--- src/rtl/prelu_backward.sv ---
// Two-stage streaming PReLU backward unit: dx = x<0 ? dy>>>alpha : dy, plus a per-frame sum of x*dy over negative x.
// Optional accumulator saturation with overflow reporting is enabled by defining PRELU_BWD_SAT_EN.
`timescale 1ns/1ps
module prelu_backward #(
    parameter int WIDTH       = 8,
    parameter int ALPHA_WIDTH = 8,
    parameter int FRAME_LEN   = 64,
    parameter int ACC_WIDTH   = 24
) (
    input  logic                   clk,
    input  logic                   reset,
    input  logic                   in_valid,
    output logic                   in_ready,
    input  logic [WIDTH-1:0]       x_in,
    input  logic [WIDTH-1:0]       dy_in,
    input  logic [ALPHA_WIDTH-1:0] alpha,
    output logic                   out_valid,
    input  logic                   out_ready,
    output logic [WIDTH-1:0]       dx_out,
    output logic                   acc_valid,
    output logic [ACC_WIDTH-1:0]   acc_out,
    output logic                   acc_ovf
);

    localparam int PW    = 2 * WIDTH;
    localparam int SH_W  = (WIDTH > 1) ? $clog2(WIDTH) : 1;
    localparam int CNT_W = $clog2(FRAME_LEN);

    logic                        s1_valid_q, s1_valid_d;
    logic        [WIDTH-1:0]     s1_x_q, s1_x_d;
    logic signed [WIDTH-1:0]     s1_dy_q, s1_dy_d;
    logic                        s1_neg_q, s1_neg_d;
    logic        [SH_W-1:0]      s1_shift_q, s1_shift_d;
    logic signed [PW-1:0]        s1_prod_q, s1_prod_d;
    logic                        out_valid_q, out_valid_d;
    logic        [WIDTH-1:0]     dx_q, dx_d;
    logic        [CNT_W-1:0]     cnt_q, cnt_d;
    logic signed [ACC_WIDTH-1:0] acc_q, acc_d;
    logic                        ovf_q, ovf_d;
    logic        [ACC_WIDTH-1:0] acc_out_q, acc_out_d;
    logic                        acc_ovf_q, acc_ovf_d;
    logic                        acc_valid_q, acc_valid_d;

    logic                        stall_s;
    logic signed [WIDTH-1:0]     dy_sh_s;
    logic signed [ACC_WIDTH-1:0] acc_next_s;
    logic                        ovf_next_s;

`ifdef PRELU_BWD_SAT_EN
    // Returns {clamped, sum}; the sum is pinned to the signed limits on overflow.
    function automatic logic [ACC_WIDTH:0] sat_add(input logic signed [ACC_WIDTH-1:0] a,
                                                   input logic signed [PW-1:0] b);
        logic signed [ACC_WIDTH:0] s;
        s = (ACC_WIDTH+1)'(a) + (ACC_WIDTH+1)'(b);
        if (s[ACC_WIDTH] != s[ACC_WIDTH-1]) begin
            if (s[ACC_WIDTH]) sat_add = {1'b1, 1'b1, {(ACC_WIDTH-1){1'b0}}};
            else              sat_add = {1'b1, 1'b0, {(ACC_WIDTH-1){1'b1}}};
        end else begin
            sat_add = {1'b0, s[ACC_WIDTH-1:0]};
        end
    endfunction
`endif

    assign stall_s   = out_valid_q && !out_ready;
    assign in_ready  = !stall_s && !reset;
    assign dy_sh_s   = s1_dy_q >>> s1_shift_q;
    assign out_valid = out_valid_q;
    assign dx_out    = dx_q;
    assign acc_valid = acc_valid_q;
    assign acc_out   = acc_out_q;
    assign acc_ovf   = acc_ovf_q;

    // Accumulator candidate for the element currently in S1.
    always_comb begin
        acc_next_s = acc_q;
        ovf_next_s = ovf_q;
        if (s1_neg_q) begin
`ifdef PRELU_BWD_SAT_EN
            {ovf_next_s, acc_next_s} = {ovf_q, {ACC_WIDTH{1'b0}}} | sat_add(acc_q, s1_prod_q);
`else
            acc_next_s = acc_q + ACC_WIDTH'(s1_prod_q);
            ovf_next_s = 1'b0;
`endif
        end else begin
            acc_next_s = acc_q;
        end
    end

    // Next-state for both pipeline stages, the frame counter and the frame report.
    always_comb begin
        s1_valid_d  = s1_valid_q;
        s1_x_d      = s1_x_q;
        s1_dy_d     = s1_dy_q;
        s1_neg_d    = s1_neg_q;
        s1_shift_d  = s1_shift_q;
        s1_prod_d   = s1_prod_q;
        out_valid_d = out_valid_q;
        dx_d        = dx_q;
        cnt_d       = cnt_q;
        acc_d       = acc_q;
        ovf_d       = ovf_q;
        acc_out_d   = acc_out_q;
        acc_ovf_d   = acc_ovf_q;
        acc_valid_d = 1'b0;
        if (!stall_s) begin
            s1_valid_d = in_valid;
            if (in_valid) begin
                s1_x_d    = x_in;
                s1_dy_d   = $signed(dy_in);
                s1_neg_d  = x_in[WIDTH-1];
                s1_prod_d = $signed(x_in) * $signed(dy_in);
                if (32'(alpha) >= 32'(WIDTH)) s1_shift_d = SH_W'(WIDTH - 1);
                else                          s1_shift_d = SH_W'(alpha);
            end else begin
                s1_x_d = s1_x_q;
            end
            out_valid_d = s1_valid_q;
            if (s1_valid_q) begin
                dx_d = s1_neg_q ? dy_sh_s : s1_dy_q;
                if (cnt_q == CNT_W'(FRAME_LEN - 1)) begin
                    acc_out_d   = acc_next_s;
                    acc_ovf_d   = ovf_next_s;
                    acc_valid_d = 1'b1;
                    acc_d       = '0;
                    ovf_d       = 1'b0;
                    cnt_d       = '0;
                end else begin
                    acc_d = acc_next_s;
                    ovf_d = ovf_next_s;
                    cnt_d = cnt_q + CNT_W'(1);
                end
            end else begin
                dx_d = dx_q;
            end
        end else begin
            acc_valid_d = 1'b0;
        end
    end

    // State registers.
    always_ff @(posedge clk or posedge reset) begin
        if (reset) begin
            s1_valid_q  <= 1'b0;
            s1_x_q      <= '0;
            s1_dy_q     <= '0;
            s1_neg_q    <= 1'b0;
            s1_shift_q  <= '0;
            s1_prod_q   <= '0;
            out_valid_q <= 1'b0;
            dx_q        <= '0;
            cnt_q       <= '0;
            acc_q       <= '0;
            ovf_q       <= 1'b0;
            acc_out_q   <= '0;
            acc_ovf_q   <= 1'b0;
            acc_valid_q <= 1'b0;
        end else begin
            s1_valid_q  <= s1_valid_d;
            s1_x_q      <= s1_x_d;
            s1_dy_q     <= s1_dy_d;
            s1_neg_q    <= s1_neg_d;
            s1_shift_q  <= s1_shift_d;
            s1_prod_q   <= s1_prod_d;
            out_valid_q <= out_valid_d;
            dx_q        <= dx_d;
            cnt_q       <= cnt_d;
            acc_q       <= acc_d;
            ovf_q       <= ovf_d;
            acc_out_q   <= acc_out_d;
            acc_ovf_q   <= acc_ovf_d;
            acc_valid_q <= acc_valid_d;
        end
    end

endmodule

--- config.mk ---
export PLATFORM = sky130hd
export DESIGN_NAME = prelu_backward
export DESIGN_NICKNAME = d
export VERILOG_FILES = /design/src/rtl/prelu_backward.sv
export SDC_FILE = /design/constraint.sdc
export NUM_CORES = 1
export LEC_CHECK = 0
export CORE_MARGIN = 1.5
export CORE_UTILIZATION = 31
export DETAILED_ROUTE_END_ITERATION = 6
export GPL_TIMING_DRIVEN = 0
export PLACE_DENSITY_LB_ADDON = 0.1
export SLEW_MARGIN = 10
export SYNTH_ARGS = -nofsm -noshare
export SYNTH_HDL_FRONTEND = slang
export SYNTH_SLANG_ARGS = --single-unit
--- constraint.sdc ---
create_clock -name clk -period 8.7 [get_ports clk]
set_input_delay 1.305 -clock clk [delete_from_list [all_inputs] [get_ports clk]]
set_output_delay 1.305 -clock clk [all_outputs]
set_load 0.02 [all_outputs]
==> results.py <==
metrics = {
    "detailed_routing": {
        "first_pass_iters": 4,
        "ant_nets": 0,
        "drcViolationCount": 0,
        "wl_per_cell_um": 14.8,
        "routed_wl_um": 18100,
        "num_vias": 5619,
        "vias_per_cell": 4.61,
        "drtIter0Drc": 156,
    },
    "die": {
        "start_util": 0.315,
        "dieHeight_um": 160,
        "ios": 64,
        "core_um2": 24200,
        "chipWidth_um": 160,
        "die-area_um2": 25500,
        "rows": 57,
    },
    "place": {
        "dp_cells": 1204,
        "place_ws_ns": 2.49,
        "gp_congestion": 0.811,
        "io_buffer_count": 62,
        "dp_hpwl_um": 14300,
    },
    "global_routing": {
        "overflow": 0,
        "grtUsageTotal": 0.150,
        "antenna_found_initial": 0,
        "grt_max_degree": 78,
        "grt_pass1_vias": 5861,
        "grt_pass1_wl_um": 30900,
    },
    "sta": {
        "skew_ns": 0.0112,
        "rsz0062_at_grt": "no",
        "whs_ns": 0.473,
        "tightest_slew_ns": 0.801,
        "fin_setup_tns_ns": 0,
        "setup_viol": 0,
        "finalHoldViolCount": 0,
        "max_freq_mhz": 173,
        "worst_slack_ns": 2.92,
        "drv_slew": 0,
        "post-route-period-util": 0.665,
        "relSlewSlack": 0.466,
        "period_minus_slack_ns": 5.78,
    },
    "cts": {
        "cts_sinks": 95,
        "cts_max_path_buffers": 2,
        "path_clk_slew_ns": 0.07,
        "post_cts_buffers": 0,
        "cts_max_level": 3,
        "cts_root_buf": "clkbuf_16",
        "cts_resized": 0,
        "cts_buffers": 9,
        "ctsHoldBuffers": 0,
        "cts_tree": "done",
        "clkLatencyLatePin_ns": 0.35,
    },
    "yosys": {
        "synth_enable_flop_cells": 0,
        "async_reset_ff_frac": 1.00,
        "synth_area_um2": 7610,
        "synthTopCellsByArea": "dfrtp_1 31%, fa_1 15%, ha_1 8.7%",
        "synthAdderAreaFrac": 0.235,
        "synth-compound-area-share": 0.148,
        "synth.distinct_cells": 49,
        "synth_cells": 817,
        "ys_ff_latch": 95,
        "ys_seq_area_frac": 0.313,
        "synth_xor_xnor_area_share": 0.0472,
        "yosysTopAreaCell": "dfrtp_1",
        "synth_nets": 954,
        "synth_top_family_by_area": "adder cells",
        "synth_mux_area_frac": 0.0454,
        "netlist.area_leader.share": 0.313,
        "yosysWarnings": 0,
        "avgSynthCellArea_um2": 9.31,
        "synth_simple_gate_area_share": 0.153,
        "ys.flop_type": "dfrtp_1",
    },
    "finish": {
        "mostFrequentLayoutCell": "nand2_1",
        "nets": 1028,
        "antenna_cells": 0,
        "area_growth_pct": 18.3,
        "stdcell_count": 1220,
        "fillCellCount": 2503,
        "final_cell_mix": "130 x nand2_1, 95 x dfrtp_1, 88 x inv_1",
        "regArea_um2": 2380,
        "multi_input_area_um2": 4780,
        "drive_gt1_frac": 0.0413,
        "fin_util": 0.372,
    },
    "critical_path": {
        "crit_top_cell": "fa_1",
        "start_kind": "primary input",
        "cp.arrival_ns": 6.00,
        "crit_path_end_kind": "register",
        "critPathMaxFanout": 10,
        "cp_cell_sequence": "clkdlybuf4s50_1 > nand2b_1 > fa_1 > fa_1 > inv_1 > fa_1 > inv_1 > fa_1 > inv_1 > ha_1 > a21oi_1 > o21bai_1 > a21oi_1 > o21ai_0 > a31oi_1 > xor2_1 > o21ai_0",
        "required_ns": 8.92,
        "slowest_stage": "clkdlybuf4s50_1",
        "critPathMaxStageDelay_ns": 0.77,
        "crit_type": "primary input to register",
    },
    "power_and_ir_drop": {
        "power_density_nw_per_um2": 295,
        "ir_drop_mv": 0.129,
        "leakage_nw": 4.20,
    },
    "flow_run": {
        "cap_violations": 0,
    },
    "status": {
        "outcome": "completed",
    },
    "hold_path": {
        "hold_path_class": "register to register",
    },
}
==> metrics by stage <==
| step | total power [mW] | area [um^2] |
|---|---|---|
| 2_1_floorplan | 1.87 | 7610 |
| 3_3_place_gp | 2.24 | 8630 |
| 3_5_place_dp | 2.24 | 8670 |
| 4_1_cts | 2.69 | 9000 |
| 5_1_grt | 2.93 | 9000 |
| 6_report | 2.66 | 9000 |
==> worst max-delay path: cells and delay by family <==
kind            cells  cell delay [ns]
xor+xnor            1             0.17
simple gates        1             0.15
compound gates      6             1.06
fa+ha+maj           5             2.40
buf+inv             4             0.91
==> cells in the mapped netlist (all sizes together) (2+ instances only) <==
| master | count |
|---|---|
| xor2 | 12 |
| nor2 | 19 |
| o41ai | 4 |
| and3 | 2 |
| mux4 | 2 |
| clkbuf | 21 |
| buf | 9 |
| nand2 | 130 |
| a211o | 2 |
| nand4 | 6 |
| nand3 | 13 |
| a21oi | 32 |
| nor2b | 7 |
| o21bai | 8 |
| a21o | 13 |
| o211ai | 5 |
| a211oi | 2 |
| a31oi | 6 |
| o21ai | 72 |
| xnor2 | 29 |
| and2 | 48 |
| nand3b | 2 |
| fa | 56 |
| nand2b | 7 |
| mux2 | 5 |
| nor3 | 8 |
| mux2i | 24 |
| o22a | 3 |
| inv | 89 |
| nor3b | 3 |
| o31ai | 4 |
| a22o | 18 |
| dfrtp | 95 |
| ha | 53 |
==> kinds of logic after synthesis <==
| kind of cell | Yosys count |
|---|---|
| simple gates | 248 |
| buf+inv | 119 |
| xor+xnor | 41 |
| fa+ha+maj | 109 |
| mux | 31 |
| compound gates | 174 |
| flops | 95 |
==> report_power, final <==
group | switching [mW] | total, mW | internal, mW
logic | 0.872 | 1.55 | 0.681
registers | 0.107 | 0.663 | 0.556
clock network | 0.181 | 0.443 | 0.262
==> registers in the layout, indices dropped and copies added, names as in the netlist, 3 cells and up <==
register / count
acc_out: 24
acc_q: 24
cnt_q: 6
dx_out: 8
s1_dy_q: 8
s1_prod_q: 16
s1_shift_q: 3
==> final timing paths <==
path / slack, ns / startpoint / endpoint / cells past startpoint
setup / recovery: 2.92 / dy_in[7] / s1_prod_q[14] / 17
hold / removal: 0.47 / acc_ovf / acc_ovf / 2
setup reg to reg: 5.75 / s1_prod_q[0] / acc_out[20] / 10
hold reg to reg: 0.47 / acc_ovf / acc_ovf / 2
max in group asynchronous: 6.78 / reset / s1_prod_q[12] / 3
min in group asynchronous: 1.27 / reset / cnt_q[1] / 2
==> per-layer routing <==
layer | wire length (um) | up-vias | global-route usage
met2 | 8180 | 69 | 0.241
met5 | 0 | - | 0
met1 | 9260 | 2656 | 0.214
met4 | 257 | 0 | 0.0489
li1 | - | 2881 | -
met3 | 382 | 13 | 0.0140
==> final cells by class <==
type / count / share of cell area
plain buffers: 30 / 0.0131
clock buffers: 10 / 0.0266
inverters: 89 / 0.0377
repair buffers: 63 / 0.0720
flip-flops and latches: 95 / 0.264
clock inverters: 6 / 0.0103
well taps: 324 / 0.0451
multi-input cells: 603 / 0.531
(Power assumes the default switching activity.)
